[src/rtl/mc_alu_ctrl_fsm_if.sv]
// Control bundle between the multi-cycle MIPS32 control FSM (master) and the datapath (slave).
interface mc_alu_ctrl_fsm_if;
  logic [5:0] opcode;
  logic [5:0] funct;
  logic       alu_zero;
  logic       alu_ovf;
  logic       mem_ready;
  logic [3:0] alu_op;
  logic [1:0] alu_src_a;
  logic [1:0] alu_src_b;
  logic       pc_write;
  logic [1:0] pc_src;
  logic       ir_write;
  logic       mem_req;
  logic       mem_we;
  logic       iord;
  logic       reg_write;
  logic       reg_dst;
  logic       mem_to_reg;
  logic       ill_instr;
  logic       mem_timeout;
  logic       exc_valid;

  modport master (
    input  opcode, funct, alu_zero, alu_ovf, mem_ready,
    output alu_op, alu_src_a, alu_src_b, pc_write, pc_src, ir_write, mem_req, mem_we,
           iord, reg_write, reg_dst, mem_to_reg, ill_instr, mem_timeout, exc_valid
  );

  modport slave (
    output opcode, funct, alu_zero, alu_ovf, mem_ready,
    input  alu_op, alu_src_a, alu_src_b, pc_write, pc_src, ir_write, mem_req, mem_we,
           iord, reg_write, reg_dst, mem_to_reg, ill_instr, mem_timeout, exc_valid
  );
endinterface

[src/rtl/mc_alu_ctrl_fsm.sv]
// Multi-cycle MIPS32 control FSM with bounded memory-ready waits.
// Optional feature: define OVF_TRAP_EN to trap signed add/sub overflow into the EXC state.
module mc_alu_ctrl_fsm #(
  parameter int unsigned WAIT_MAX = 15,
  parameter int unsigned WCNT_W   = 4
) (
  input logic               clk,
  input logic               rst,
  mc_alu_ctrl_fsm_if.master bus
);

`ifdef OVF_TRAP_EN
  localparam logic OVF_TRAP = 1'b1;
`else
  localparam logic OVF_TRAP = 1'b0;
`endif

  localparam logic [WCNT_W-1:0] WAIT_LIM = WCNT_W'(WAIT_MAX);

  localparam logic [5:0] OP_R     = 6'b000000;
  localparam logic [5:0] OP_J     = 6'b000010;
  localparam logic [5:0] OP_BEQ   = 6'b000100;
  localparam logic [5:0] OP_BNE   = 6'b000101;
  localparam logic [5:0] OP_BLEZ  = 6'b000110;
  localparam logic [5:0] OP_BGTZ  = 6'b000111;
  localparam logic [5:0] OP_ADDI  = 6'b001000;
  localparam logic [5:0] OP_ADDIU = 6'b001001;
  localparam logic [5:0] OP_SLTIU = 6'b001011;
  localparam logic [5:0] OP_ANDI  = 6'b001100;
  localparam logic [5:0] OP_ORI   = 6'b001101;
  localparam logic [5:0] OP_XORI  = 6'b001110;
  localparam logic [5:0] OP_LUI   = 6'b001111;
  localparam logic [5:0] OP_LW    = 6'b100011;
  localparam logic [5:0] OP_SW    = 6'b101011;

  typedef enum logic [3:0] {
    S_IF   = 4'd0,  S_ID  = 4'd1,  S_EXR = 4'd2,  S_EXI = 4'd3,
    S_BR   = 4'd4,  S_J   = 4'd5,  S_MADR = 4'd6, S_MRD = 4'd7,
    S_MWR  = 4'd8,  S_WB  = 4'd9,  S_WBM = 4'd10, S_EXC = 4'd11
  } state_e;

  // R-type funct decode: {legal, alu_op}
  function automatic logic [4:0] r_dec(input logic [5:0] f);
    case (f)
      6'b100000: r_dec = {1'b1, 4'b0100};
      6'b100001: r_dec = {1'b1, 4'b0101};
      6'b100010: r_dec = {1'b1, 4'b0110};
      6'b100011: r_dec = {1'b1, 4'b0111};
      6'b100100: r_dec = {1'b1, 4'b0000};
      6'b100101: r_dec = {1'b1, 4'b0001};
      6'b100110: r_dec = {1'b1, 4'b0010};
      6'b100111: r_dec = {1'b1, 4'b0011};
      6'b101011: r_dec = {1'b1, 4'b1000};
      6'b000000: r_dec = {1'b1, 4'b1010};
      6'b000010: r_dec = {1'b1, 4'b1011};
      default:   r_dec = {1'b0, 4'b0101};
    endcase
  endfunction

  function automatic logic [3:0] i_op(input logic [5:0] opc);
    case (opc)
      OP_ADDI:  i_op = 4'b0100;
      OP_ADDIU: i_op = 4'b0101;
      OP_ANDI:  i_op = 4'b0000;
      OP_ORI:   i_op = 4'b0001;
      OP_XORI:  i_op = 4'b0010;
      OP_LUI:   i_op = 4'b1001;
      OP_SLTIU: i_op = 4'b1000;
      default:  i_op = 4'b0101;
    endcase
  endfunction

  function automatic logic [3:0] b_op(input logic [5:0] opc);
    case (opc)
      OP_BEQ:  b_op = 4'b1100;
      OP_BGTZ: b_op = 4'b1101;
      OP_BLEZ: b_op = 4'b1110;
      OP_BNE:  b_op = 4'b1111;
      default: b_op = 4'b0101;
    endcase
  endfunction

  state_e            state_q, state_d;
  logic [WCNT_W-1:0] wcnt_q, wcnt_d;
  logic              wb_rd_q, wb_rd_d;
  logic [4:0]        r_dec_s;
  logic [3:0]        ex_op_s;
  logic              wait_st_s, limit_s, trap_s;

  logic [3:0] alu_op_s;
  logic [1:0] src_a_s, src_b_s, pc_src_s;
  logic       pc_write_s, ir_write_s, mem_req_s, mem_we_s, iord_s;
  logic       reg_write_s, reg_dst_s, mem_to_reg_s, ill_s, tmo_s, exc_s;

  assign r_dec_s   = r_dec(bus.funct);
  assign ex_op_s   = (state_q == S_EXR) ? r_dec_s[3:0] : i_op(bus.opcode);
  assign wait_st_s = (state_q == S_IF) || (state_q == S_MRD) || (state_q == S_MWR);
  // Limit reached only matters when the memory is still not ready this cycle
  assign limit_s   = wait_st_s && !bus.mem_ready && (wcnt_q == WAIT_LIM);
  assign trap_s    = OVF_TRAP && bus.alu_ovf && ((ex_op_s == 4'b0100) || (ex_op_s == 4'b0110));

  // Next-state, writeback-destination and wait-counter logic
  always_comb begin
    state_d = state_q;
    wb_rd_d = wb_rd_q;
    case (state_q)
      S_IF: begin
        if (bus.mem_ready) state_d = S_ID;
        else               state_d = S_IF;
      end
      S_ID: begin
        case (bus.opcode)
          OP_R:                                  state_d = r_dec_s[4] ? S_EXR : S_IF;
          OP_ADDI, OP_ADDIU, OP_ANDI, OP_ORI,
          OP_XORI, OP_LUI, OP_SLTIU:             state_d = S_EXI;
          OP_LW, OP_SW:                          state_d = S_MADR;
          OP_BEQ, OP_BNE, OP_BLEZ, OP_BGTZ:      state_d = S_BR;
          OP_J:                                  state_d = S_J;
          default:                               state_d = S_IF;
        endcase
      end
      S_EXR: begin
        wb_rd_d = 1'b1;
        state_d = trap_s ? S_EXC : S_WB;
      end
      S_EXI: begin
        wb_rd_d = 1'b0;
        state_d = trap_s ? S_EXC : S_WB;
      end
      S_MADR: state_d = (bus.opcode == OP_SW) ? S_MWR : S_MRD;
      S_MRD: begin
        if (bus.mem_ready)  state_d = S_WBM;
        else if (limit_s)   state_d = S_IF;
        else                state_d = S_MRD;
      end
      S_MWR: begin
        if (bus.mem_ready || limit_s) state_d = S_IF;
        else                          state_d = S_MWR;
      end
      default: state_d = S_IF;
    endcase

    if ((state_d != state_q) || limit_s)        wcnt_d = '0;
    else if (wait_st_s && !bus.mem_ready)       wcnt_d = wcnt_q + {{(WCNT_W-1){1'b0}}, 1'b1};
    else                                        wcnt_d = wcnt_q;
  end

  // State register with synchronous reset
  always_ff @(posedge clk) begin
    if (rst) begin
      state_q <= S_IF;
      wcnt_q  <= '0;
      wb_rd_q <= 1'b0;
    end else begin
      state_q <= state_d;
      wcnt_q  <= wcnt_d;
      wb_rd_q <= wb_rd_d;
    end
  end

  // State decode of the control word; reset holds everything at the idle pattern
  always_comb begin
    alu_op_s     = 4'b0101;
    src_a_s      = 2'b00;
    src_b_s      = 2'b00;
    pc_src_s     = 2'b00;
    pc_write_s   = 1'b0;
    ir_write_s   = 1'b0;
    mem_req_s    = 1'b0;
    mem_we_s     = 1'b0;
    iord_s       = 1'b0;
    reg_write_s  = 1'b0;
    reg_dst_s    = 1'b0;
    mem_to_reg_s = 1'b0;
    ill_s        = 1'b0;
    tmo_s        = 1'b0;
    exc_s        = 1'b0;
    if (rst) begin
      alu_op_s = 4'b0101;
    end else begin
      case (state_q)
        S_IF: begin
          mem_req_s  = 1'b1;
          src_b_s    = 2'b01;
          ir_write_s = bus.mem_ready;
          pc_write_s = bus.mem_ready;
          tmo_s      = limit_s;
        end
        S_ID: begin
          src_b_s = 2'b11;
          ill_s   = (state_d == S_IF);
        end
        S_EXR: begin
          alu_op_s = ex_op_s;
          src_a_s  = (ex_op_s[3:1] == 3'b101) ? 2'b10 : 2'b01;
        end
        S_EXI: begin
          alu_op_s = ex_op_s;
          src_a_s  = 2'b01;
          src_b_s  = 2'b10;
        end
        S_BR: begin
          alu_op_s   = b_op(bus.opcode);
          src_a_s    = 2'b01;
          pc_write_s = bus.alu_zero;
          pc_src_s   = 2'b01;
        end
        S_J: begin
          pc_write_s = 1'b1;
          pc_src_s   = 2'b10;
        end
        S_MADR: begin
          src_a_s = 2'b01;
          src_b_s = 2'b10;
        end
        S_MRD: begin
          mem_req_s = 1'b1;
          iord_s    = 1'b1;
          tmo_s     = limit_s;
        end
        S_MWR: begin
          mem_req_s = 1'b1;
          mem_we_s  = 1'b1;
          iord_s    = 1'b1;
          tmo_s     = limit_s;
        end
        S_WB: begin
          reg_write_s = 1'b1;
          reg_dst_s   = wb_rd_q;
        end
        S_WBM: begin
          reg_write_s  = 1'b1;
          mem_to_reg_s = 1'b1;
        end
        S_EXC: begin
          exc_s      = OVF_TRAP;
          pc_write_s = 1'b1;
          pc_src_s   = 2'b11;
        end
        default: alu_op_s = 4'b0101;
      endcase
    end
  end

  assign bus.alu_op      = alu_op_s;
  assign bus.alu_src_a   = src_a_s;
  assign bus.alu_src_b   = src_b_s;
  assign bus.pc_write    = pc_write_s;
  assign bus.pc_src      = pc_src_s;
  assign bus.ir_write    = ir_write_s;
  assign bus.mem_req     = mem_req_s;
  assign bus.mem_we      = mem_we_s;
  assign bus.iord        = iord_s;
  assign bus.reg_write   = reg_write_s;
  assign bus.reg_dst     = reg_dst_s;
  assign bus.mem_to_reg  = mem_to_reg_s;
  assign bus.ill_instr   = ill_s;
  assign bus.mem_timeout = tmo_s;
  assign bus.exc_valid   = exc_s;

endmodule

[src/flat_wrapper.sv]
// flat-port wrapper written by rule: the top's interface ports become plain ports
module mc_alu_ctrl_fsm_flat 
#(
  parameter int unsigned WAIT_MAX = 15,
  parameter int unsigned WCNT_W   = 4
)
  (clk, rst, bus_opcode, bus_funct, bus_alu_zero, bus_alu_ovf, bus_mem_ready, bus_alu_op, bus_alu_src_a, bus_alu_src_b, bus_pc_write, bus_pc_src, bus_ir_write, bus_mem_req, bus_mem_we, bus_iord, bus_reg_write, bus_reg_dst, bus_mem_to_reg, bus_ill_instr, bus_mem_timeout, bus_exc_valid);
  mc_alu_ctrl_fsm_if bus_i ();
  input logic clk;
  input logic rst;
  input wire logic [$bits(bus_i.opcode)-1:0] bus_opcode;
  input wire logic [$bits(bus_i.funct)-1:0] bus_funct;
  input wire logic [$bits(bus_i.alu_zero)-1:0] bus_alu_zero;
  input wire logic [$bits(bus_i.alu_ovf)-1:0] bus_alu_ovf;
  input wire logic [$bits(bus_i.mem_ready)-1:0] bus_mem_ready;
  output wire logic [$bits(bus_i.alu_op)-1:0] bus_alu_op;
  output wire logic [$bits(bus_i.alu_src_a)-1:0] bus_alu_src_a;
  output wire logic [$bits(bus_i.alu_src_b)-1:0] bus_alu_src_b;
  output wire logic [$bits(bus_i.pc_write)-1:0] bus_pc_write;
  output wire logic [$bits(bus_i.pc_src)-1:0] bus_pc_src;
  output wire logic [$bits(bus_i.ir_write)-1:0] bus_ir_write;
  output wire logic [$bits(bus_i.mem_req)-1:0] bus_mem_req;
  output wire logic [$bits(bus_i.mem_we)-1:0] bus_mem_we;
  output wire logic [$bits(bus_i.iord)-1:0] bus_iord;
  output wire logic [$bits(bus_i.reg_write)-1:0] bus_reg_write;
  output wire logic [$bits(bus_i.reg_dst)-1:0] bus_reg_dst;
  output wire logic [$bits(bus_i.mem_to_reg)-1:0] bus_mem_to_reg;
  output wire logic [$bits(bus_i.ill_instr)-1:0] bus_ill_instr;
  output wire logic [$bits(bus_i.mem_timeout)-1:0] bus_mem_timeout;
  output wire logic [$bits(bus_i.exc_valid)-1:0] bus_exc_valid;
  assign bus_i.opcode = bus_opcode;
  assign bus_i.funct = bus_funct;
  assign bus_i.alu_zero = bus_alu_zero;
  assign bus_i.alu_ovf = bus_alu_ovf;
  assign bus_i.mem_ready = bus_mem_ready;
  assign bus_alu_op = bus_i.alu_op;
  assign bus_alu_src_a = bus_i.alu_src_a;
  assign bus_alu_src_b = bus_i.alu_src_b;
  assign bus_pc_write = bus_i.pc_write;
  assign bus_pc_src = bus_i.pc_src;
  assign bus_ir_write = bus_i.ir_write;
  assign bus_mem_req = bus_i.mem_req;
  assign bus_mem_we = bus_i.mem_we;
  assign bus_iord = bus_i.iord;
  assign bus_reg_write = bus_i.reg_write;
  assign bus_reg_dst = bus_i.reg_dst;
  assign bus_mem_to_reg = bus_i.mem_to_reg;
  assign bus_ill_instr = bus_i.ill_instr;
  assign bus_mem_timeout = bus_i.mem_timeout;
  assign bus_exc_valid = bus_i.exc_valid;
  mc_alu_ctrl_fsm #(.WAIT_MAX(WAIT_MAX), .WCNT_W(WCNT_W)) u_core (.clk(clk), .rst(rst), .bus(bus_i));
endmodule
[config.mk]
export PLATFORM = sky130hd
export DESIGN_NAME = mc_alu_ctrl_fsm_flat
export DESIGN_NICKNAME = d
export VERILOG_FILES = /design/src/rtl/mc_alu_ctrl_fsm_if.sv /design/src/rtl/mc_alu_ctrl_fsm.sv /design/src/flat_wrapper.sv
export SDC_FILE = /design/constraint.sdc
export NUM_CORES = 1
export LEC_CHECK = 0
export ABC_CLOCK_PERIOD_IN_PS = 2370
export CORE_MARGIN = 2
export CORE_UTILIZATION = 49
export CTS_BUF_LIST = sky130_fd_sc_hd__clkbuf_4 sky130_fd_sc_hd__clkbuf_8
export CTS_CLUSTER_SIZE = 24
export DETAILED_ROUTE_END_ITERATION = 12
export PLACE_DENSITY_LB_ADDON = 0.08
export SLEW_MARGIN = 25
export SYNTH_ARGS = -nofsm -noshare
export SYNTH_HDL_FRONTEND = slang
export SYNTH_SLANG_ARGS = --single-unit
[constraint.sdc]
create_clock -name clk -period 2.37 [get_ports clk]
set_input_delay 0.474 -clock clk [delete_from_list [all_inputs] [get_ports clk]]
set_output_delay 0.474 -clock clk [all_outputs]
set_load 0.02 [all_outputs]
==> run_summary.xml, run 1 <==
<?xml version="1.0" encoding="UTF-8"?>
<metrics>
  <group name="run_status">
    <metric name="status" unit="">complete, but fails checks</metric>
    <metric name="violations" unit="">setup timing</metric>
  </group>
  <group name="setup_path">
    <metric name="crit_required" unit="ns">1.90</metric>
    <metric name="crit_path_max_fanout" unit="">5</metric>
    <metric name="timing.reg2reg.setup_slack" unit="ns">0.10</metric>
    <metric name="crit_path_max_incr_delay" unit="ns">0.43</metric>
    <metric name="delay_heaviest_family_cp" unit="">simple AND/OR/NAND/NOR gates</metric>
    <metric name="crit_slowest_cell" unit="">nor3_1</metric>
    <metric name="timing.setup.critical_path_class" unit="">flop to primary output</metric>
    <metric name="timing.critical_path.buf_inv" unit="">1</metric>
    <metric name="timing.critical_path.arrival" unit="ns">2.12</metric>
    <metric name="crit_path_end_kind" unit="">primary output</metric>
    <metric name="worstSetupStartpointType" unit="">flop</metric>
    <metric name="path_cells" unit="">or2_1 &gt; nor3_1 &gt; o211ai_1 &gt; o22ai_2 &gt; nor3_2 &gt; buf_4</metric>
  </group>
  <group name="logic_synthesis">
    <metric name="synth_area_leader_cell" unit="">dfxtp_1</metric>
    <metric name="synth_nets" unit="">200</metric>
    <metric name="synth_cell_area" unit="um^2">1260</metric>
    <metric name="ys.flop_type" unit="">dfxtp_1</metric>
    <metric name="synthesis.yosys.warnings" unit="">0</metric>
    <metric name="synth_seq_area_share" unit="%">14.3</metric>
    <metric name="ys_top_cells_by_count" unit="">nor2_1 (25), nor3_1 (18), a21oi_1 (15)</metric>
    <metric name="synth_edf_count" unit="">0</metric>
    <metric name="synth.lib_cells_used.distinct" unit="">60</metric>
    <metric name="synth_top_family_by_area" unit="">simple AND/OR/NAND/NOR gates</metric>
    <metric name="synth_area_in_compound_gates" unit="%">30.9</metric>
    <metric name="fraction_of_synthesized_cell_area_in_xor_and_xnor_cells" unit="%">4.16</metric>
    <metric name="netlist.area_leader.share" unit="%">14.3</metric>
    <metric name="post_synth_fa_ha_maj_area_fraction" unit="%">0.990</metric>
    <metric name="avgSynthCellArea" unit="um^2">6.94</metric>
    <metric name="postSynth.asyncResetShare" unit="%">0</metric>
    <metric name="synth-seq-cells" unit="">9</metric>
    <metric name="synth_simple_gate_area_share" unit="%">38.8</metric>
    <metric name="synth_cells" unit="">182</metric>
    <metric name="synth.mux.area_fraction" unit="%">1.68</metric>
    <metric name="synth_most_common_cell" unit="">nor2_1</metric>
    <metric name="synth_top_cells_by_area" unit="">dfxtp_1 (14%), nor2_1 (7.4%), nor3_1 (7.1%)</metric>
  </group>
  <group name="clock_tree">
    <metric name="numCtsBuffers" unit="">3</metric>
    <metric name="cts.hold.buffers_added" unit="">0</metric>
    <metric name="clkSinkCount" unit="">9</metric>
    <metric name="clock_tree_from_tritoncts" unit="">built</metric>
    <metric name="cts_htree_levels" unit="">1</metric>
    <metric name="max_clock_buf_depth" unit="">2</metric>
    <metric name="path_clk_slew" unit="ns">0.08</metric>
    <metric name="cts.root.buffer_cell" unit="">clkbuf_4</metric>
    <metric name="clock_latency" unit="ns">0.28</metric>
  </group>
  <group name="layout">
    <metric name="fillCellCount" unit="">92</metric>
    <metric name="stdcell_area" unit="um^2">2290</metric>
    <metric name="diodes" unit="">0</metric>
    <metric name="final_layout_size_suffix_gt1_share" unit="%">49.6</metric>
    <metric name="area_taken_by_multi_input_logic_gates" unit="um^2">1140</metric>
    <metric name="post-route-util" unit="%">93.2</metric>
    <metric name="seq_area" unit="um^2">184</metric>
    <metric name="fin_nets" unit="">299</metric>
    <metric name="area_growth" unit="%">81.1</metric>
  </group>
  <group name="grt">
    <metric name="grt.overflow.total" unit="">0</metric>
    <metric name="groute.usage.overall" unit="%">41.0</metric>
    <metric name="grt_pass1_wl" unit="mm">8.57</metric>
    <metric name="antenna_found_initial" unit="">0</metric>
    <metric name="largest_net_degree_at_the_start_of_global_routing" unit="">15</metric>
    <metric name="grt_pass1_vias" unit="">1751</metric>
  </group>
  <group name="floorplan">
    <metric name="dieArea" unit="um^2">3000</metric>
    <metric name="boundaryPins" unit="">38</metric>
    <metric name="rows" unit="">18</metric>
    <metric name="core_area" unit="um^2">2450</metric>
    <metric name="die_w" unit="um">54.8</metric>
    <metric name="die_y" unit="um">54.8</metric>
    <metric name="initial_core_util" unit="%">51.5</metric>
  </group>
  <group name="power">
    <metric name="power.static_leakage" unit="nW">1.00</metric>
    <metric name="p_per_area" unit="nW/um^2">261</metric>
    <metric name="post-layout-total-power" unit="mW">0.598</metric>
    <metric name="vdd_drop_max" unit="uV">385</metric>
  </group>
  <group name="route">
    <metric name="route.final.wire_length" unit="mm">7.39</metric>
    <metric name="drcViolationCount" unit="">0</metric>
    <metric name="routed_wirelength_normalized_by_instance_count" unit="um">23.8</metric>
    <metric name="drt_iter0_markers" unit="">201</metric>
    <metric name="ant_nets" unit="">0</metric>
    <metric name="number_of_vias_after_detailed_routing" unit="">2135</metric>
    <metric name="via_per_inst" unit="">6.89</metric>
    <metric name="drt_first_pass_iters" unit="">6</metric>
  </group>
  <group name="timing">
    <metric name="final.period_utilization" unit="%">109</metric>
    <metric name="hold_ws" unit="ns">0.532</metric>
    <metric name="clock.fmax" unit="MHz">386</metric>
    <metric name="finalCriticalPeriod" unit="ns">2.59</metric>
    <metric name="post-route-worst-setup-slack" unit="ns">-0.220</metric>
    <metric name="timing.clock.skew" unit="ns">0.0104</metric>
    <metric name="relative_slew_margins" unit="%">55.6</metric>
    <metric name="rsz_0062_raised_after_global_routing" unit="">true</metric>
    <metric name="setup_viol" unit="">5</metric>
    <metric name="tns" unit="ns">-0.404</metric>
    <metric name="timing.final.hold_violations" unit="">0</metric>
    <metric name="slew_at_the_pin_closest_to_its_max_slew_limit" unit="ns">0.657</metric>
    <metric name="slew_violations" unit="">0</metric>
  </group>
  <group name="place">
    <metric name="numPortBuffers" unit="">35</metric>
    <metric name="placed_area" unit="um^2">2060</metric>
    <metric name="place.detailed.hpwl" unit="mm">3.71</metric>
    <metric name="finalWeightedCongestion" unit="">0.939</metric>
  </group>
  <group name="min_path">
    <metric name="hold_class" unit="">flop to flop</metric>
  </group>
  <group name="flow_run">
    <metric name="drv_cap" unit="">0</metric>
  </group>
</metrics>
area by class of cell:
cell class,count,share of cell area (%)
flip-flops and latches,9,8.04
clock buffers,4,1.31
repair buffers,109,38.2
inverters,7,1.15
well taps,30,1.64
multi-input cells,151,49.6
power by group:
part	switching [mW]	total (mW)	internal [mW]
combinational	0.157	0.289	0.132
clock	0.0742	0.151	0.0768
sequential	0.00387	0.158	0.154
state kept, by name, indices dropped and copies added (netlist names):
signal,flops
u_core.wb_rd_q,1
u_core.state_q,4
u_core.wcnt_q,4
per-layer routing:
metal / wire length, um / part of all wire (%) / track usage (%) / vias up
met5: 0 / 0 / 0 / -
met4: 749 / 10 / 25.4 / 0
met3: 918 / 12 / 9.56 / 96
met2: 3150 / 43 / 68.5 / 222
met1: 2580 / 35 / 46.5 / 945
li1: - / - / - / 872
worst min-delay path, cell delays in order (launching register included):
cell and delay [ns]:
dfxtp_1 0.35, a21oi_1 0.07, nor2_1 0.08
timing repair:
action | 4_1_cts | 5_1_grt
endpoints found under the setup margin | 20 | 14
setup buffers | 3 | 8
pin swaps | 13 | 12
resized for setup | 85 | 62
kinds of logic (layout without fill, tap and decap cells):
logic type,count (synthesis),count (layout)
simple gates,88,88
compound gates,53,53
buf+inv,22,120
flops,9,9
xor+xnor,6,6
mux,2,2
fa+ha+maj,1,1
other cells,1,1
through the flow:
step / setup WS (ns) / instances
floorplan: 0.131 / 182
global placement: -0.788 / 295
detailed placement: -0.844 / 295
CTS: -0.148 / 302
global route: -0.175 / 310
finish: -0.220 / 310
path summary, 6_finish.rpt:
check / start / to / depth (start not counted)
hold reg to reg: u_core.wb_rd_q$_SDFFE_PP0N_ / u_core.wb_rd_q$_SDFFE_PP0N_ / 2
setup reg to reg: u_core.state_q[0]$_SDFF_PP0_ / u_core.wcnt_q[0]$_SDFFE_PP0P_ / 6
hold / removal: u_core.wb_rd_q$_SDFFE_PP0N_ / u_core.wb_rd_q$_SDFFE_PP0N_ / 2
setup / recovery: u_core.state_q[2]$_SDFF_PP0_ / bus_ill_instr / 6
placed cells by master (no fill, tap or decap), drive strengths merged, types with 2 or more instances in the layout:
cell type / synthesis / final
a2111oi: 3 / 3
a21oi: 15 / 15
a31o: 2 / 2
a31oi: 4 / 4
a32oi: 2 / 2
and3: 2 / 2
buf: 10 / 84
clkbuf: 5 / 13
clkdlybuf4s15: 0 / 2
dfxtp: 9 / 9
dlygate4sd2: 0 / 10
dlymetal6s2s: 0 / 2
inv: 7 / 7
nand2: 11 / 11
nand2b: 2 / 2
nand3: 5 / 5
nand4: 2 / 2
nand4b: 2 / 2
nand4bb: 2 / 2
nor2: 26 / 26
nor2b: 3 / 3
nor3: 18 / 18
nor3b: 2 / 2
nor4b: 2 / 2
o21ai: 8 / 8
o22ai: 4 / 4
o31ai: 2 / 2
or2: 2 / 2
or3: 5 / 5
xnor2: 6 / 6
Power figures use the tool's default switching activity.
==> run 2: changes to the inputs <==
- CTS_BUF_LIST: sky130_fd_sc_hd__clkbuf_4 sky130_fd_sc_hd__clkbuf_8 -> sky130_fd_sc_hd__clkbuf_2
- PLACE_DENSITY: default -> 0.83
- PLACE_DENSITY_LB_ADDON: 0.08 -> default
==> run 2 against run 1 <==
  * The run still ends with setup timing left
  * Maximum frequency increased by 4.3%
  * Setup slack improved by 0.11 ns
  * Flip-flop and latch count is the same
  * Sequential power barely moved
  * Non-clock buffer count shrank 7
  * Worst hold slack better by 0.013 ns
  * Critical path type unchanged
  * Highest routed layer unchanged
==> run_summary.xml, run 2 (synthesis results as in run 1) <==
<?xml version="1.0" encoding="UTF-8"?>
<metrics>
  <group name="setup_path">
    <metric name="timing.critical_path.arrival" unit="ns">2.01</metric>
    <metric name="worstSetupStartpointType" unit="">flop</metric>
    <metric name="crit_path_max_fanout" unit="">3</metric>
    <metric name="critPathLaunch" unit="">u_core.wcnt_q[0]$_SDFFE_PP0P_</metric>
    <metric name="timing.setup.critical_path_class" unit="">flop to primary output</metric>
    <metric name="timing.rr.start" unit="">u_core.state_q[1]$_SDFF_PP0_</metric>
    <metric name="crit_required" unit="ns">1.90</metric>
    <metric name="timing.critical_path.buf_inv" unit="">1</metric>
    <metric name="crit_path_max_incr_delay" unit="ns">0.44</metric>
    <metric name="path_cells" unit="">ha_1 &gt; a31oi_1 &gt; nand2_1 &gt; a21boi_1 &gt; or3_4 &gt; nor3_4 &gt; buf_6</metric>
    <metric name="crit_slowest_cell" unit="">or3_4</metric>
    <metric name="delay_heaviest_family_cp" unit="">simple AND/OR/NAND/NOR gates</metric>
    <metric name="crit_path_end_kind" unit="">primary output</metric>
  </group>
  <group name="clock_tree">
    <metric name="cts.root.buffer_cell" unit="">clkbuf_2</metric>
    <metric name="clkSinkCount" unit="">9</metric>
    <metric name="clock_latency" unit="ns">0.28</metric>
    <metric name="clock_tree_from_tritoncts" unit="">built</metric>
    <metric name="numCtsBuffers" unit="">3</metric>
    <metric name="cts_htree_levels" unit="">1</metric>
    <metric name="max_clock_buf_depth" unit="">2</metric>
    <metric name="path_clk_slew" unit="ns">0.11</metric>
  </group>
  <group name="timing">
    <metric name="relative_slew_margins" unit="%">67.1</metric>
    <metric name="post-route-worst-setup-slack" unit="ns">-0.113</metric>
    <metric name="clock.fmax" unit="MHz">403</metric>
    <metric name="final.period_utilization" unit="%">105</metric>
    <metric name="timing.clock.skew" unit="ns">0.00304</metric>
    <metric name="finalCriticalPeriod" unit="ns">2.48</metric>
    <metric name="timing.final.hold_violations" unit="">0</metric>
    <metric name="rsz_0062_raised_after_global_routing" unit="">true</metric>
    <metric name="slew_at_the_pin_closest_to_its_max_slew_limit" unit="ns">0.487</metric>
    <metric name="slew_violations" unit="">0</metric>
    <metric name="setup_viol" unit="">2</metric>
  </group>
  <group name="place">
    <metric name="place.detailed.hpwl" unit="mm">3.76</metric>
    <metric name="detailedPlace.worstSlack" unit="ns">-0.876</metric>
    <metric name="finalWeightedCongestion" unit="">0.961</metric>
    <metric name="numPlacedInstances" unit="">294</metric>
    <metric name="numPortBuffers" unit="">35</metric>
  </group>
  <group name="floorplan">
    <metric name="die_w" unit="um">54.8</metric>
    <metric name="initial_core_util" unit="%">51.5</metric>
    <metric name="die_y" unit="um">54.8</metric>
    <metric name="rows" unit="">18</metric>
    <metric name="core_area" unit="um^2">2450</metric>
    <metric name="dieArea" unit="um^2">3000</metric>
    <metric name="boundaryPins" unit="">38</metric>
  </group>
  <group name="route">
    <metric name="drt_first_pass_iters" unit="">5</metric>
    <metric name="ant_nets" unit="">0</metric>
    <metric name="drt_iter0_markers" unit="">143</metric>
    <metric name="number_of_vias_after_detailed_routing" unit="">2041</metric>
    <metric name="drcViolationCount" unit="">0</metric>
    <metric name="routed_wirelength_normalized_by_instance_count" unit="um">21.0</metric>
    <metric name="route.final.wire_length" unit="mm">6.37</metric>
    <metric name="via_per_inst" unit="">6.74</metric>
  </group>
  <group name="power">
    <metric name="cell_internal_pwr" unit="mW">0.321</metric>
    <metric name="vdd_drop_max" unit="uV">338</metric>
    <metric name="p_per_area" unit="nW/um^2">250</metric>
    <metric name="power.static_leakage" unit="nW">0.937</metric>
    <metric name="sw_frac_of_total" unit="%">40.8</metric>
    <metric name="power_frac_seq" unit="%">29.1</metric>
    <metric name="p_clk_share" unit="%">21.4</metric>
    <metric name="net-switching-power" unit="mW">0.221</metric>
    <metric name="power.share.combinational" unit="%">49.5</metric>
  </group>
  <group name="layout">
    <metric name="mostFrequentLayoutCells" unit="">buf_4 (63), nor2_1 (21), nor3_1 (16), clkbuf_2 (16), a21oi_1 (13)</metric>
    <metric name="area_taken_by_multi_input_logic_gates" unit="um^2">1130</metric>
    <metric name="area_growth" unit="%">71.2</metric>
    <metric name="diodes" unit="">0</metric>
    <metric name="stdcell_count" unit="">303</metric>
    <metric name="fin_nets" unit="">292</metric>
    <metric name="final_layout_size_suffix_gt1_share" unit="%">47.6</metric>
    <metric name="top_flop_regs" unit="">u_core.state_q: 4 flops, u_core.wcnt_q: 4 flops, u_core.wb_rd_q: 1 flops</metric>
    <metric name="layout_commonest_cell" unit="">buf_4</metric>
    <metric name="seq_area" unit="um^2">184</metric>
    <metric name="fillCellCount" unit="">117</metric>
  </group>
  <group name="run_status">
    <metric name="violations" unit="">setup timing</metric>
    <metric name="status" unit="">complete, but fails checks</metric>
  </group>
  <group name="flow_run">
    <metric name="drv_cap" unit="">0</metric>
  </group>
  <group name="grt">
    <metric name="grt_pass1_wl" unit="mm">8.33</metric>
    <metric name="grtUsageMet2" unit="%">62.3</metric>
    <metric name="largest_net_degree_at_the_start_of_global_routing" unit="">12</metric>
    <metric name="grt.busiest_layer" unit="">met2</metric>
    <metric name="grt.overflow.total" unit="">0</metric>
    <metric name="antenna_found_initial" unit="">0</metric>
    <metric name="grt_pass1_vias" unit="">1734</metric>
    <metric name="groute.usage.overall" unit="%">38.9</metric>
    <metric name="global_route.usage.met3" unit="%">7.92</metric>
    <metric name="globalRouteMet1Util" unit="%">49.0</metric>
  </group>
  <group name="min_path">
    <metric name="hold_class" unit="">flop to flop</metric>
    <metric name="startpoint_of_the_tightest_hold_check_path" unit="">u_core.wb_rd_q$_SDFFE_PP0N_</metric>
  </group>
</metrics>
-- run 2: changes by cell type in the layout (fill, tap and decap cells not counted), moves of 4 or more --
cell / previous run / this run
clkbuf_2: 9 / 16
buf_4: 73 / 63
clkbuf_4: 4 / 0
buf_2: 2 / 7
-- run 2: power by group through the flow --
stage	clock network [mW]	logic, mW	registers (mW)
finish	0.116	0.268	0.158
global route	0.122	0.278	0.158
CTS	0.111	0.232	0.157
detailed placement	0	0.224	0.160
global placement	0	0.216	0.160
floorplan	0	0.111	0.159
-- run 2: final timing paths --
| path | end | slack (ns) | depth (start not counted) |
|---|---|---|---|
| hold / removal | u_core.wb_rd_q$_SDFFE_PP0N_ | 0.54 | 2 |
| hold reg to reg | u_core.wb_rd_q$_SDFFE_PP0N_ | 0.54 | 2 |
| setup / recovery | bus_ill_instr | -0.11 | 7 |
| setup reg to reg | u_core.wcnt_q[2]$_SDFFE_PP0P_ | 0.32 | 8 |
-- run 2: timing repair --
action	in CTS	in global routing
buffers inserted	2	3
hold buffers	0	0
gates cloned	0	0
endpoints found under the setup margin	20	17
pin swaps	14	18
resized for setup	85	49
-- run 2: layout make-up --
type	count	share of cell area [%]
Timing Repair Buffer	102	35.6
Inverter	7	1.21
Sequential cell	9	8.50
Multi-Input combinational cell	151	52.1
Tap cell	30	1.74
Clock buffer	4	0.925
-- run 2: per-stage QoR --
step | power (mW) | utilization (%) | hold WS (ns) | setup TNS, ns | cell area (um^2)
2_1_floorplan | 0.270 | - | 0.457 | 0 | 1270
3_3_place_gp | 0.376 | 82.9 | 0.474 | -6.89 | 2040
3_5_place_dp | 0.384 | 82.9 | 0.475 | -8.24 | 2040
4_1_cts | 0.500 | 85.8 | 0.500 | -0.229 | 2110
5_1_grt | 0.558 | 88.1 | 0.655 | -0.686 | 2160
6_report | 0.542 | 88.1 | 0.545 | -0.168 | 2160
-- run 2: worst reg2reg max path, stage by stage, from the launching register on --
cell	delay (ns)
dfxtp_2	0.35
buf_4	0.17
buf_4	0.16
nor2_1	0.12
buf_4	0.16
a21oi_1	0.08
a2111oi_2	0.44
o21ai_1	0.24
nor3_1	0.24
-- run 2: per-layer routing --
layer	vias up	wire, um
li1	859	-
met1	934	2370
met2	187	2810
met3	61	809
met4	0	388
met5	-	0
==> variant 1 (settings of run 2) <==
`WCNT_W` is set to 4 in 2 places; all go to 6.
--- a/src/rtl/mc_alu_ctrl_fsm.sv
+++ b/src/rtl/mc_alu_ctrl_fsm.sv
@@ -3,5 +3,5 @@
 module mc_alu_ctrl_fsm #(
   parameter int unsigned WAIT_MAX = 15,
-  parameter int unsigned WCNT_W   = 4
+  parameter int unsigned WCNT_W   = 6
 ) (
   input logic               clk,
--- a/src/flat_wrapper.sv
+++ b/src/flat_wrapper.sv
@@ -3,5 +3,5 @@
 #(
   parameter int unsigned WAIT_MAX = 15,
-  parameter int unsigned WCNT_W   = 4
+  parameter int unsigned WCNT_W   = 6
 )
   (clk, rst, bus_opcode, bus_funct, bus_alu_zero, bus_alu_ovf, bus_mem_ready, bus_alu_op, bus_alu_src_a, bus_alu_src_b, bus_pc_write, bus_pc_src, bus_ir_write, bus_mem_req, bus_mem_we, bus_iord, bus_reg_write, bus_reg_dst, bus_mem_to_reg, bus_ill_instr, bus_mem_timeout, bus_exc_valid);
Formal check against the unedited RTL: no difference found for any inputs over 10 cycles, from zero or initial values and one cycle with rst high; that may be too few to reach the edited logic, so the function may still have changed.
==> variant 1 against run 2 <==
The flow still finishes with violations (setup timing); power up 6.4%; area after synthesis up 7.4%; hold slack worse by 35 ps; wire length down 6.5%; cell area up 6.8%; fmax down 4.2%; worst setup slack worse by 110 ps; sequential cell count up 2; critical endpoint is now bus_alu_src_a[1]; largest power group unchanged.
==> variant 1: results (changes against run 2) <==
STA
  – Setup tns final: -899.0 ps (was -168.4 ps)
  – Setup Skew: 36.59 ps (was 3.038 ps)
  – Setup violators final: 7 (was 2)
  – Final worst slack: -220.7 ps (was -113.1 ps)
  – Hold Worst Slack: 509.8 ps (was 544.6 ps)

Detailed routing
  – Vias/cell: 6.781 (was 6.736)
  – Initial DRC Count: 175 (was 143)
  – DR WL/cell: 20.40 um (was 21.03 um)
  – Via Count: 1,980 (was 2,041)

Placement
  – DP Worst Slack: -830.6 ps (was -875.5 ps)
  – Cell count after placement: 281 (was 294)
  – Hpwl dp: 3.684 mm (was 3.755 mm)
  – Post-DP Area: 2041 um^2 (was 2036 um^2)

Final layout
  – Largest regs: u_core.wcnt_q (6), u_core.state_q (4), u_core.wb_rd_q (1) (was u_core.state_q (4), u_core.wcnt_q (4), u_core.wb_rd_q (1))
  – Fill count: 147 (was 117)
  – Share of cells above drive strength 1: 48.66% (was 47.62%)

Setup path
  – RR Startpoint: u_core.state_q[0] (was u_core.state_q[1])
  – Worst reg2reg path depth: 7 (was 8)
  – CP Data Arrival Time: 2120 ps (was 2010 ps)
  – Crit-path slowest cell: or4b_4 (was or3_4)
  – Reg2reg end: u_core.wcnt_q[0] (was u_core.wcnt_q[2])
  – CP Max Fanout: 5 (was 3)
  – Largest stage delay on the critical path: 610 ps (was 440 ps)
  – Critical Path Start: u_core.state_q[3] (was u_core.wcnt_q[0])

Logic synthesis
  – Commonest cells in the netlist: nor2_1, dfxtp_1, nor3_1, a21oi_1, nand2_1 (was nor2_1, nor3_1, a21oi_1, nand2_1, dfxtp_1)
  – Synth area leaders: dfxtp_1, xnor2_1, nor2_1 (was dfxtp_1, nor2_1, nor3_1)
  – Avg Cell Area, Syn: 7.500 um^2 (was 6.943 um^2)
  – Register area share after synthesis: 16.22% (was 14.26%)
  – Library cells used by synthesis: 64 (was 60)
  – Net Count, Synth: 199 (was 200)

Global route
  – Total global-route track usage: 32.79% (was 38.90%)
  – Vias in the first global route: 1,856 (was 1,734)
  – First-pass GRT wire length: 8.307 mm (was 8.328 mm)
  – Largest net degree at the start of global routing: 23 (was 12)

Outcome
  – Status: complete, but fails checks (unchanged)
  – Failing checks: setup timing (unchanged)

Pwr
  – Switching share of total power: 38.47% (was 40.78%)
  – IR drop worst, VDD: 0.3299 mV (was 0.3384 mV)
  – Leak Pwr: 0.9296 nW (was 0.9375 nW)

CTS
  – Clock latency on the worst-skew pair: 300 ps (was 280 ps)
  – Clock transition at path regs: 150 ps (was 110 ps)
## variant 1: cell families (layout without fill, tap and decap cells)
logic type	after synthesis	count (layout)	synth area share (%)
other	1	1	0.2762
buffers and inverters	19	99	6.543
AOI/OAI and AO/OA	52	52	29.68
xor gates and xnor gates	7	7	4.516
DFF	11	11	16.22
muxes	3	3	2.212
adders and majority gates	1	1	0.9215
and+or+nand+nor	87	87	39.63
## variant 1: how the worst max path moves through the flow
stage	to	depth (start not counted)
2_1_floorplan	bus_pc_write	5
3_3_place_gp	bus_ill_instr	7
3_5_place_dp	bus_ill_instr	7
4_1_cts	bus_ill_instr	5
5_1_grt	bus_alu_src_a[1]	9
6_report	bus_alu_src_a[1]	6
## variant 1: routing by layer
| metal | vias up | routed length, um | GRT usage (%) |
|---|---|---|---|
| met2 | 141 | 2869 | 56.64 |
| met1 | 924 | 2160 | 36.42 |
| li1 | 858 | - | - |
| met4 | 0 | 486 | 18.37 |
| met5 | - | 0 | 0 |
| met3 | 57 | 439 | 7.834 |
## variant 1: power groups by stage
stage	Combinational, mW	Clock, mW	Sequential, mW
floorplan	0.115	0	0.195
CTS	0.232	0.115	0.191
finish	0.266	0.120	0.191
global placement	0.219	0	0.194
detailed placement	0.228	0	0.194
global route	0.277	0.122	0.191
## variant 1: cell type report
cell class	count	area, um^2	area share (%)
clock buffers	4	20.02	0.8667
repair buffers	91	749.5	32.45
flip-flops and latches	11	224.0	9.697
inverters	4	15.01	0.6501
well taps	31	38.79	1.679
multi-input cells	151	1262	54.66
## variant 1: worst max-delay path: cells and delay by family, from the launching register on
| family | cells | cell delay, ps |
|---|---|---|
| DFF | 1 | 360 |
| and+or+nand+nor | 3 | 850 |
| AOI/OAI and AO/OA | 1 | 340 |
| buffers and inverters | 2 | 280 |
## variant 1: timing repair
| item | in CTS | in global routing |
|---|---|---|
| hold endpoints to repair | 0 | 0 |
| hold buffers | 0 | 0 |
| setup endpoints to repair | 20 | 12 |
| buffers inserted | 3 | 4 |
| resized for setup | 84 | 58 |
| pin swaps | 5 | 12 |
==> variant 2 (flow settings as in run 2) <==
Made on the original files. The 12 states of `state_e` get a one-hot encoding in 12 bits.
--- a/src/rtl/mc_alu_ctrl_fsm.sv
+++ b/src/rtl/mc_alu_ctrl_fsm.sv
@@ -34,8 +34,8 @@
   localparam logic [5:0] OP_SW    = 6'b101011;
 
-  typedef enum logic [3:0] {
-    S_IF   = 4'd0,  S_ID  = 4'd1,  S_EXR = 4'd2,  S_EXI = 4'd3,
-    S_BR   = 4'd4,  S_J   = 4'd5,  S_MADR = 4'd6, S_MRD = 4'd7,
-    S_MWR  = 4'd8,  S_WB  = 4'd9,  S_WBM = 4'd10, S_EXC = 4'd11
+  typedef enum logic [11:0] {
+    S_IF   = 12'b000000000001,  S_ID  = 12'b000000000010,  S_EXR = 12'b000000000100,  S_EXI = 12'b000000001000,
+    S_BR   = 12'b000000010000,  S_J   = 12'b000000100000,  S_MADR = 12'b000001000000, S_MRD = 12'b000010000000,
+    S_MWR  = 12'b000100000000,  S_WB  = 12'b001000000000,  S_WBM = 12'b010000000000, S_EXC = 12'b100000000000
   } state_e;
 
Behaviour: same outputs for any inputs over 10 cycles, from zero or initial values and one cycle with rst high; not proved beyond that.
==> variant 2 against run 2 <==
The flow now stops in global routing (5_1_grt); area after synthesis increased by 15%.
==> variant 2: results (changes against run 2) <==
Floorplan
  – Die X-Extent: 58.38 um (was 54.79 um)

CTS
  – Clock sink count: 16 (was 9)
  – CTS Buffer Depth: 2 (unchanged)
  – Cts bufs inserted: 3 (unchanged)
  – CTS root buffer: clkbuf_2 (unchanged)
  – H-tree depth: 1 (unchanged)

Logic synthesis
  – FFs w/ async S/R, synth: 0% (unchanged)
  – Library cells used by synthesis: 56 (was 60)
  – Commonest cells in the netlist: nor2_1, nor3_1, dfxtp_1, nand2_1, a21oi_1 (was nor2_1, nor3_1, a21oi_1, nand2_1, dfxtp_1)
  – Register area share after synthesis: 22.11% (was 14.26%)
  – Avg Cell Area, Syn: 7.244 um^2 (was 6.943 um^2)
  – Synth warn: 0 (unchanged)
  – Net Count, Synth: 218 (was 200)
  – Synth area leaders: dfxtp_1, nor3_1, nor2_1 (was dfxtp_1, nor2_1, nor3_1)

STA
  – Worst EP kind: primary output
  – Worst_ep grt: bus_alu_op[1]

Placement
  – Cell count after placement: 320 (was 294)
  – Hpwl dp: 4.327 mm (was 3.755 mm)
  – Post-DP Area: 2308 um^2 (was 2036 um^2)
  – # port buffers: 35 (unchanged)
  – Final GP Congestion: 0.9183 (was 0.9607)

Outcome
  – Fail Step: global routing (5_1_grt)
  – Status: did not finish (was complete, but fails checks)
  – Log Error: [ERROR DPL-0038] Utilization greater than 100%, impossible to legalize

Global route
  – Largest net degree at the start of global routing: 10
variant 2: changes by cell type after synthesis, sizes merged, moves of 4 or more:
| cell | change |
|---|---|
| a211o | +5 |
| a21oi | -5 |
| buf | -6 |
| clkbuf | +4 |
| dfxtp | +7 |
| nor4 | +8 |
| xor2 | +4 |
variant 2: timing repair:
item	4_1_cts
pin swaps	21
setup endpoints to repair	20
resized for setup	157
buffers inserted	9
variant 2: through the flow:
stage | setup WS (ps) | hold slack, ps
3_3_place_gp | -817.4 | 480.4
2_1_floorplan | 22.69 | 467.3
4_1_cts | -154.0 | 511.3
3_5_place_dp | -856.5 | 485.8
variant 2: kinds of logic after synthesis:
family / after synthesis / synth area share [%]
other: 1 / 0.2588
flip-flops: 16 / 22.11
buffers and inverters: 18 / 5.613
multiplexers: 2 / 1.468
AO/OA/AOI/OAI: 49 / 23.49
XOR/XNOR: 7 / 4.232
AND/OR/NAND/NOR: 106 / 41.97
adder cells (fa/ha/maj): 1 / 0.8634
